===== config.mk =====
export PLATFORM = sky130hd
export DESIGN_NAME = player_motion
export DESIGN_NICKNAME = d
export VERILOG_FILES = /design/src/rtl/player_motion.sv
export SDC_FILE = /design/constraint.sdc
export NUM_CORES = 1
export LEC_CHECK = 0
export ABC_AREA = 1
export BUFFER_PORTS_ARGS = -buffer_cell sky130_fd_sc_hd__buf_4
export CAP_MARGIN = 10
export CORE_MARGIN = 2
export CORE_UTILIZATION = 55
export CTS_CLUSTER_DIAMETER = 150
export DETAILED_ROUTE_END_ITERATION = 8
export PLACE_DENSITY = 0.84
export RECOVER_POWER = 50
export SLEW_MARGIN = 20
export SYNTH_ARGS = -nofsm -noshare
export SYNTH_HDL_FRONTEND = slang
export SYNTH_SLANG_ARGS = --single-unit

===== constraint.sdc =====
create_clock -name clk -period 8.7 [get_ports clk]
set_clock_uncertainty 0.1 [all_clocks]
set_input_delay 2.61 -clock clk [delete_from_list [all_inputs] [get_ports clk]]
set_output_delay 2.61 -clock clk [all_outputs]
set_load 0.005 [all_outputs]

===== src/rtl/player_motion.sv =====
// player_motion: per-player grounded/airborne motion engine.
// Consumes the debounced controller vector and, on a divided movement
// tick, updates position, pose and facing for the renderer.
// Optional feature macro: PLAYER_AIR_CONTROL_EN (steer left/right while airborne).
module player_motion #(
    parameter int unsigned TICK_DIV = 714_285,
    parameter int unsigned X_START  = 300,
    parameter int unsigned GROUND_Y = 300,
    parameter int unsigned X_MIN    = 0,
    parameter int unsigned X_MAX    = 600,
    parameter int unsigned Y_MIN    = 20,
    parameter int unsigned SPEED    = 2,
    parameter int unsigned JUMP_VEL = 12
) (
    input  logic       clk,
    input  logic       rst,
    input  logic [6:0] controller_inputs,
    output logic [9:0] player_x,
    output logic [9:0] player_y,
    output logic [2:0] pose,
    output logic       facing_left,
    output logic       airborne,
    output logic       move_tick
);

    localparam int unsigned CW = $clog2(TICK_DIV);
    localparam int unsigned PW = 10;
    localparam int unsigned AW = 11;
    localparam int unsigned VW = 5;

    localparam logic [CW-1:0] CNT_LAST = CW'(TICK_DIV - 1);
    localparam logic [AW-1:0] X_MIN_W  = AW'(X_MIN);
    localparam logic [AW-1:0] X_MAX_W  = AW'(X_MAX);
    localparam logic [AW-1:0] Y_MIN_W  = AW'(Y_MIN);
    localparam logic [AW-1:0] GROUND_W = AW'(GROUND_Y);
    localparam logic [AW-1:0] SPEED_W  = AW'(SPEED);
    localparam logic [VW-1:0] JV_W     = VW'(JUMP_VEL);

    // Horizontal direction encoding: {left, right}
    localparam logic [1:0] DIR_NONE  = 2'b00;
    localparam logic [1:0] DIR_RIGHT = 2'b01;
    localparam logic [1:0] DIR_LEFT  = 2'b10;

    typedef enum logic [2:0] {
        S_IDLE   = 3'd0,
        S_WALK   = 3'd1,
        S_CROUCH = 3'd2,
        S_BLOCK  = 3'd3,
        S_RISE   = 3'd4,
        S_FALL   = 3'd5
    } state_t;

    logic [CW-1:0] cnt_q, cnt_d;
    state_t        state_q, state_d;
    logic [PW-1:0] x_q, x_d;
    logic [PW-1:0] y_q, y_d;
    logic [VW-1:0] vy_q, vy_d;
    logic [1:0]    dir_q, dir_d;
    logic          fl_q, fl_d;
    logic          air_q, air_d;
    logic          tick_q, tick_d;

    logic          strobe;
    logic          btn_left, btn_right, btn_up, btn_down, btn_shield;
    logic [1:0]    lr_dir;
    logic [1:0]    air_dir;
    logic [AW-1:0] x_ext, x_left, x_right;
    logic [AW-1:0] y_ext, vy_ext, vy_n_ext;
    logic [VW-1:0] vy_n;
    logic          rise_hit, fall_land;
    logic          ctrl_unused;

    assign btn_left    = controller_inputs[1];
    assign btn_right   = controller_inputs[2];
    assign btn_up      = controller_inputs[3];
    assign btn_down    = controller_inputs[4];
    assign btn_shield  = controller_inputs[6];
    assign ctrl_unused = controller_inputs[0] ^ controller_inputs[5];

    assign strobe = (cnt_q == CNT_LAST);
    assign lr_dir = {btn_left & ~btn_right, btn_right & ~btn_left};

`ifdef PLAYER_AIR_CONTROL_EN
    assign air_dir = lr_dir;
`else
    assign air_dir = dir_q;
`endif

    // Clamped horizontal candidates and vertical step arithmetic (11-bit, no wrap)
    always_comb begin
        x_ext    = {1'b0, x_q};
        y_ext    = {1'b0, y_q};
        vy_ext   = AW'(vy_q);
        x_left   = (x_ext < X_MIN_W + SPEED_W) ? X_MIN_W : x_ext - SPEED_W;
        x_right  = (x_ext + SPEED_W > X_MAX_W) ? X_MAX_W : x_ext + SPEED_W;
        vy_n     = (vy_q >= JV_W) ? JV_W : vy_q + VW'(1);
        vy_n_ext = AW'(vy_n);
        rise_hit  = (y_ext < Y_MIN_W + vy_ext);
        fall_land = (y_ext + vy_n_ext >= GROUND_W);
    end

    // Next-state and datapath update, applied only on the movement strobe
    always_comb begin
        cnt_d   = strobe ? '0 : cnt_q + CW'(1);
        state_d = state_q;
        x_d     = x_q;
        y_d     = y_q;
        vy_d    = vy_q;
        dir_d   = dir_q;
        fl_d    = fl_q;
        tick_d  = strobe;

        if (strobe) begin
            unique case (state_q)
                S_RISE, S_FALL: begin
                    dir_d = air_dir;
`ifdef PLAYER_AIR_CONTROL_EN
                    if (air_dir == DIR_LEFT)  fl_d = 1'b1;
                    if (air_dir == DIR_RIGHT) fl_d = 1'b0;
`endif
                    if (air_dir == DIR_LEFT)  x_d = PW'(x_left);
                    if (air_dir == DIR_RIGHT) x_d = PW'(x_right);

                    if (state_q == S_RISE) begin
                        if (rise_hit) begin
                            y_d     = PW'(Y_MIN_W);
                            vy_d    = '0;
                            state_d = S_FALL;
                        end else begin
                            y_d  = PW'(y_ext - vy_ext);
                            vy_d = vy_q - VW'(1);
                            if (vy_q == VW'(1)) state_d = S_FALL;
                        end
                    end else begin
                        if (fall_land) begin
                            y_d     = PW'(GROUND_W);
                            vy_d    = '0;
                            state_d = S_IDLE;
                        end else begin
                            y_d  = PW'(y_ext + vy_n_ext);
                            vy_d = vy_n;
                        end
                    end
                end
                default: begin
                    if (btn_up) begin
                        state_d = S_RISE;
                        vy_d    = JV_W;
                        dir_d   = lr_dir;
                    end else if (btn_down) begin
                        state_d = S_CROUCH;
                    end else if (btn_shield) begin
                        state_d = S_BLOCK;
                    end else if (lr_dir == DIR_LEFT) begin
                        state_d = S_WALK;
                        x_d     = PW'(x_left);
                        fl_d    = 1'b1;
                    end else if (lr_dir == DIR_RIGHT) begin
                        state_d = S_WALK;
                        x_d     = PW'(x_right);
                        fl_d    = 1'b0;
                    end else begin
                        state_d = S_IDLE;
                    end
                end
            endcase
        end

        air_d = (state_d == S_RISE) || (state_d == S_FALL);
    end

    // State and output registers with synchronous reset
    always_ff @(posedge clk) begin
        if (rst) begin
            cnt_q   <= '0;
            state_q <= S_IDLE;
            x_q     <= PW'(X_START);
            y_q     <= PW'(GROUND_Y);
            vy_q    <= '0;
            dir_q   <= DIR_NONE;
            fl_q    <= 1'b0;
            air_q   <= 1'b0;
            tick_q  <= 1'b0;
        end else begin
            cnt_q   <= cnt_d;
            state_q <= state_d;
            x_q     <= x_d;
            y_q     <= y_d;
            vy_q    <= vy_d;
            dir_q   <= dir_d;
            fl_q    <= fl_d;
            air_q   <= air_d;
            tick_q  <= tick_d;
        end
    end

    assign player_x    = x_q;
    assign player_y    = y_q;
    assign pose        = state_q;
    assign facing_left = fl_q;
    assign airborne    = air_q;
    assign move_tick   = tick_q;

endmodule


==> summary.md <==
The clock drives 53 sinks. Number of flops mapped to enable cells by yosys: 0. Compared with the post-synthesis result, the final layout area differs by 10.9%.

Setup slack on the worst flop-to-flop path: 4.87 ns. The floorplan step defined a die boundary enclosing 7990 um2. The worst setup path is captured at a flop.

Summed over all cells, the static leakage comes to 0.00208 uW. The detail-routed via count per cell works out to 5.41. The footprint of the flip-flops and latches came out at 1060 um2. After the first detailed-routing iteration, the DRC count stood at 249.

STA puts the critical path data required time at 8.83 ns. In this run the core area contains 31 standard-cell rows. The effective utilization at floorplan was 56.2%. For the clock insertion delay at the later pin of the skew report, the log shows 0.32 ns. Yosys printed 0 warnings. Static timing analysis puts the maximum clock frequency at 235 MHz. In the post-synthesis netlist, the cell with the most instances is sky130_fd_sc_hd__nand2_1. The core area is 7140 um2. In this design, the stage delay of the slowest critical-path cell is 0.71 ns. The antenna diode count is 0. STA puts the critical path data arrival time at 4.38 ns.

Counting the buffers created by CTS gives 5. Entering global routing, the biggest net connects 19 pins. For this run, the total global-route usage over all layers was measured as 25.9%. When the netlist entered floorplanning its net count stood at 654. The pre-antenna-repair detailed-routing pass consisted of 5 iterations. The number of hold buffers added after CTS was 0.

The initial antenna violation count is 0. Post-route DRC violation count: 0. The share of post-route cells with drive strength above 1 came out at 12.9%.

In this run the tightest slew margin relative to its limit is 34.7%. The worst hold path class was reg -> reg. In this run the post-CTS setup repair buffer count came out at 0. The total power was 441 uW; the design area was 4450 um2.

The clock passes through at most 2 buffers. The run gives 686 as the count of nets after finishing. The minimum clock period was 4.26 ns; the final count of hold timing violations was 0. Clock tree root buffer cell: sky130_fd_sc_hd__clkbuf_8. Clock-pin slew was measured on the worst setup and hold paths at 0.11 ns.

The wire length of the first global-routing pass was 16.5 mm; the number of stages on the worst hold path was 2. The routed layout has 4,045 vias. Setup violations remaining at the end of the flow were counted as 0. Transition at the pin with the smallest max-transition slack: 0.980 ns.

The critical path in this run is classified as in -> reg. The commonest cells after synthesis are sky130_fd_sc_hd__nand2_1 (150), sky130_fd_sc_hd__inv_1 (83), sky130_fd_sc_hd__nor2_1 (57). Walking the worst path, the cells encountered are clkbuf_1 -> nor2_1 -> inv_1 -> a21oi_1 -> o21a_1. The portion of synthesized cell area occupied by the leading cell type was 26.5%; the max-slew violation total from the final report was 0.

The floorplan step set the die width to 89.4 um. The quantity of I/O buffers inserted on ports is 32. Summing every instance area after synthesis gives 4010 um2. The share of flip-flops with an asynchronous set or reset after synthesis is 0%. For the number of gates resized after cts, the log shows 0.

The run gives 26.5% as the fraction of the yosys area taken by sequential cells. The most used flip-flop cell after synthesis is sky130_fd_sc_hd__dfxtp_1. Summing all multi-input logic gate instances after layout gives 2540 um2. Counting flops and latches in the post-synthesis netlist gives 53. Worst-path maximum fanout: 18. The global placer's final weighted congestion is 0.926, and the detailed placement HPWL is 7.69 mm.

Number of max-cap violations: 0. The detail route stage leaves a number of antenna-violating nets equal to 0. The worst-case IR drop observed on VDD is 0.0000681 V. The total cell area at the placement stage was 4340 um2; the count of filler cells inserted in the layout was 703. Counting cells, the worst reg-to-reg path comes to 18. Setup repair after global routing left no endpoint under its margin. In the post-synthesis netlist, the biggest area contributors are sky130_fd_sc_hd__dfxtp_1 (26%), sky130_fd_sc_hd__nand2_1 (14%), sky130_fd_sc_hd__ha_1 (8.4%). The final critical-path share of the clock period was 48.9%. TritonCTS built the clock tree. The run finished with clean final reports.

The tools report the kind of start point of the critical path as an input pin. The gate count after technology mapping is 616. The synthesized area per cell works out to 6.51 um2. Wires add up to 9.91 mm.

The number of global-route vias before repair is 3,722, and the number of H-tree branching levels is 2. The number of different library cells used by synthesis comes to 49. After routing, the total negative slack on setup checks comes to 0 ns. The cell with the largest stage delay on the worst path is sky130_fd_sc_hd__clkbuf_1. The biggest area contributor in the post-synthesis netlist is sky130_fd_sc_hd__dfxtp_1. The tools report the final global-route overflow total as 0.

35 I/O pins were placed. Dividing total power by cell area gives a power density of 99.2 nW/um2. After detailed routing, the average wire length per cell comes to 13.2 um.

The floorplan step set the die height to 89.4 um.
[per-stage QoR]
step | utilization (%) | setup WS, ns | cells | hold slack, ns
floorplan | - | 4.72 | 616 | 0.328
global placement | 60.8 | 4.48 | 740 | 0.339
detailed placement | 60.8 | 4.48 | 740 | 0.351
CTS | 62.4 | 4.81 | 748 | 0.367
global route | 62.3 | 4.35 | 748 | 0.389
finish | 62.3 | 4.44 | 748 | 0.368
[report_power, final]
group | leakage [uW] | switching, uW | internal (uW)
Sequential | 0.000428 | 1.40 | 244
Combinational | 0.00159 | 12.0 | 6.07
Clock | 0.0000591 | 89.8 | 88.0
[layout make-up]
| cell class | instances | area share [%] |
|---|---|---|
| flip-flops and latches | 53 | 23.9 |
| repair buffers | 32 | 5.24 |
| inverters | 95 | 8.25 |
| clock buffers | 5 | 1.55 |
| multi-input cells | 461 | 57.2 |
| clock inverters | 3 | 1.07 |
| well taps | 99 | 2.79 |
[cell usage in the layout (no fill, tap or decap), types with 3 or more instances in the layout]
cell type,instances
sky130_fd_sc_hd__o21ai_1,10
sky130_fd_sc_hd__nor3_1,19
sky130_fd_sc_hd__dfxtp_1,53
sky130_fd_sc_hd__nor2_4,3
sky130_fd_sc_hd__ha_1,27
sky130_fd_sc_hd__xnor2_1,6
sky130_fd_sc_hd__clkbuf_4,15
sky130_fd_sc_hd__inv_2,7
sky130_fd_sc_hd__inv_6,3
sky130_fd_sc_hd__nor2_2,8
sky130_fd_sc_hd__nand4_1,4
sky130_fd_sc_hd__nor2_1,57
sky130_fd_sc_hd__buf_4,15
sky130_fd_sc_hd__nand3_1,36
sky130_fd_sc_hd__xor2_1,13
sky130_fd_sc_hd__nor4_1,5
sky130_fd_sc_hd__a21oi_1,48
sky130_fd_sc_hd__o21ai_0,28
sky130_fd_sc_hd__nand3b_1,3
sky130_fd_sc_hd__or2_2,5
sky130_fd_sc_hd__inv_1,84
sky130_fd_sc_hd__a21oi_2,4
sky130_fd_sc_hd__o21ai_2,3
sky130_fd_sc_hd__nand2_2,4
sky130_fd_sc_hd__nand2_1,150
sky130_fd_sc_hd__clkbuf_8,5
[worst max-delay path, delay by kind of cell]
kind | cells | cell delay [ns]
AOI/OAI and AO/OA | 2 | 0.20
and+or+nand+nor | 1 | 0.34
buffers and inverters | 2 | 1.22
[path summary, 6_finish.rpt]
check	to	startpoint
hold reg to reg	air_dir[0]	air_dir[0]
setup reg to reg	vy_q[2]	vy_q[0]
setup / recovery	cnt_q[8]	rst
hold / removal	air_dir[0]	air_dir[0]
[cell families (layout without fill, tap and decap cells)]
| logic type | after synthesis | in the layout | share of synthesized area, % |
|---|---|---|---|
| AO/OA/AOI/OAI | 103 | 103 | 14.3 |
| XOR/XNOR | 19 | 19 | 4.15 |
| adder cells (fa/ha/maj) | 29 | 29 | 9.43 |
| buffers and inverters | 102 | 135 | 9.93 |
| flip-flops | 53 | 53 | 26.5 |
| AND/OR/NAND/NOR | 310 | 310 | 35.7 |
[registers in the layout, summed over array words and instances, names as in the netlist]
register and cells:
cnt_q 20, player_x 10, player_y 10, vy_q 5, pose 3, air_dir 2
airborne 1, facing_left 1, move_tick 1
[layer usage]
metal | routed length (um) | global-route usage, % | vias to the layer above
li1 | - | - | 2053
met1 | 4410 | 32.6 | 1861
met2 | 4850 | 45.8 | 118
met3 | 501 | 3.51 | 13
met4 | 142 | 8.28 | 0
met5 | 0 | 0 | -
Power figures use the tool's default switching activity.
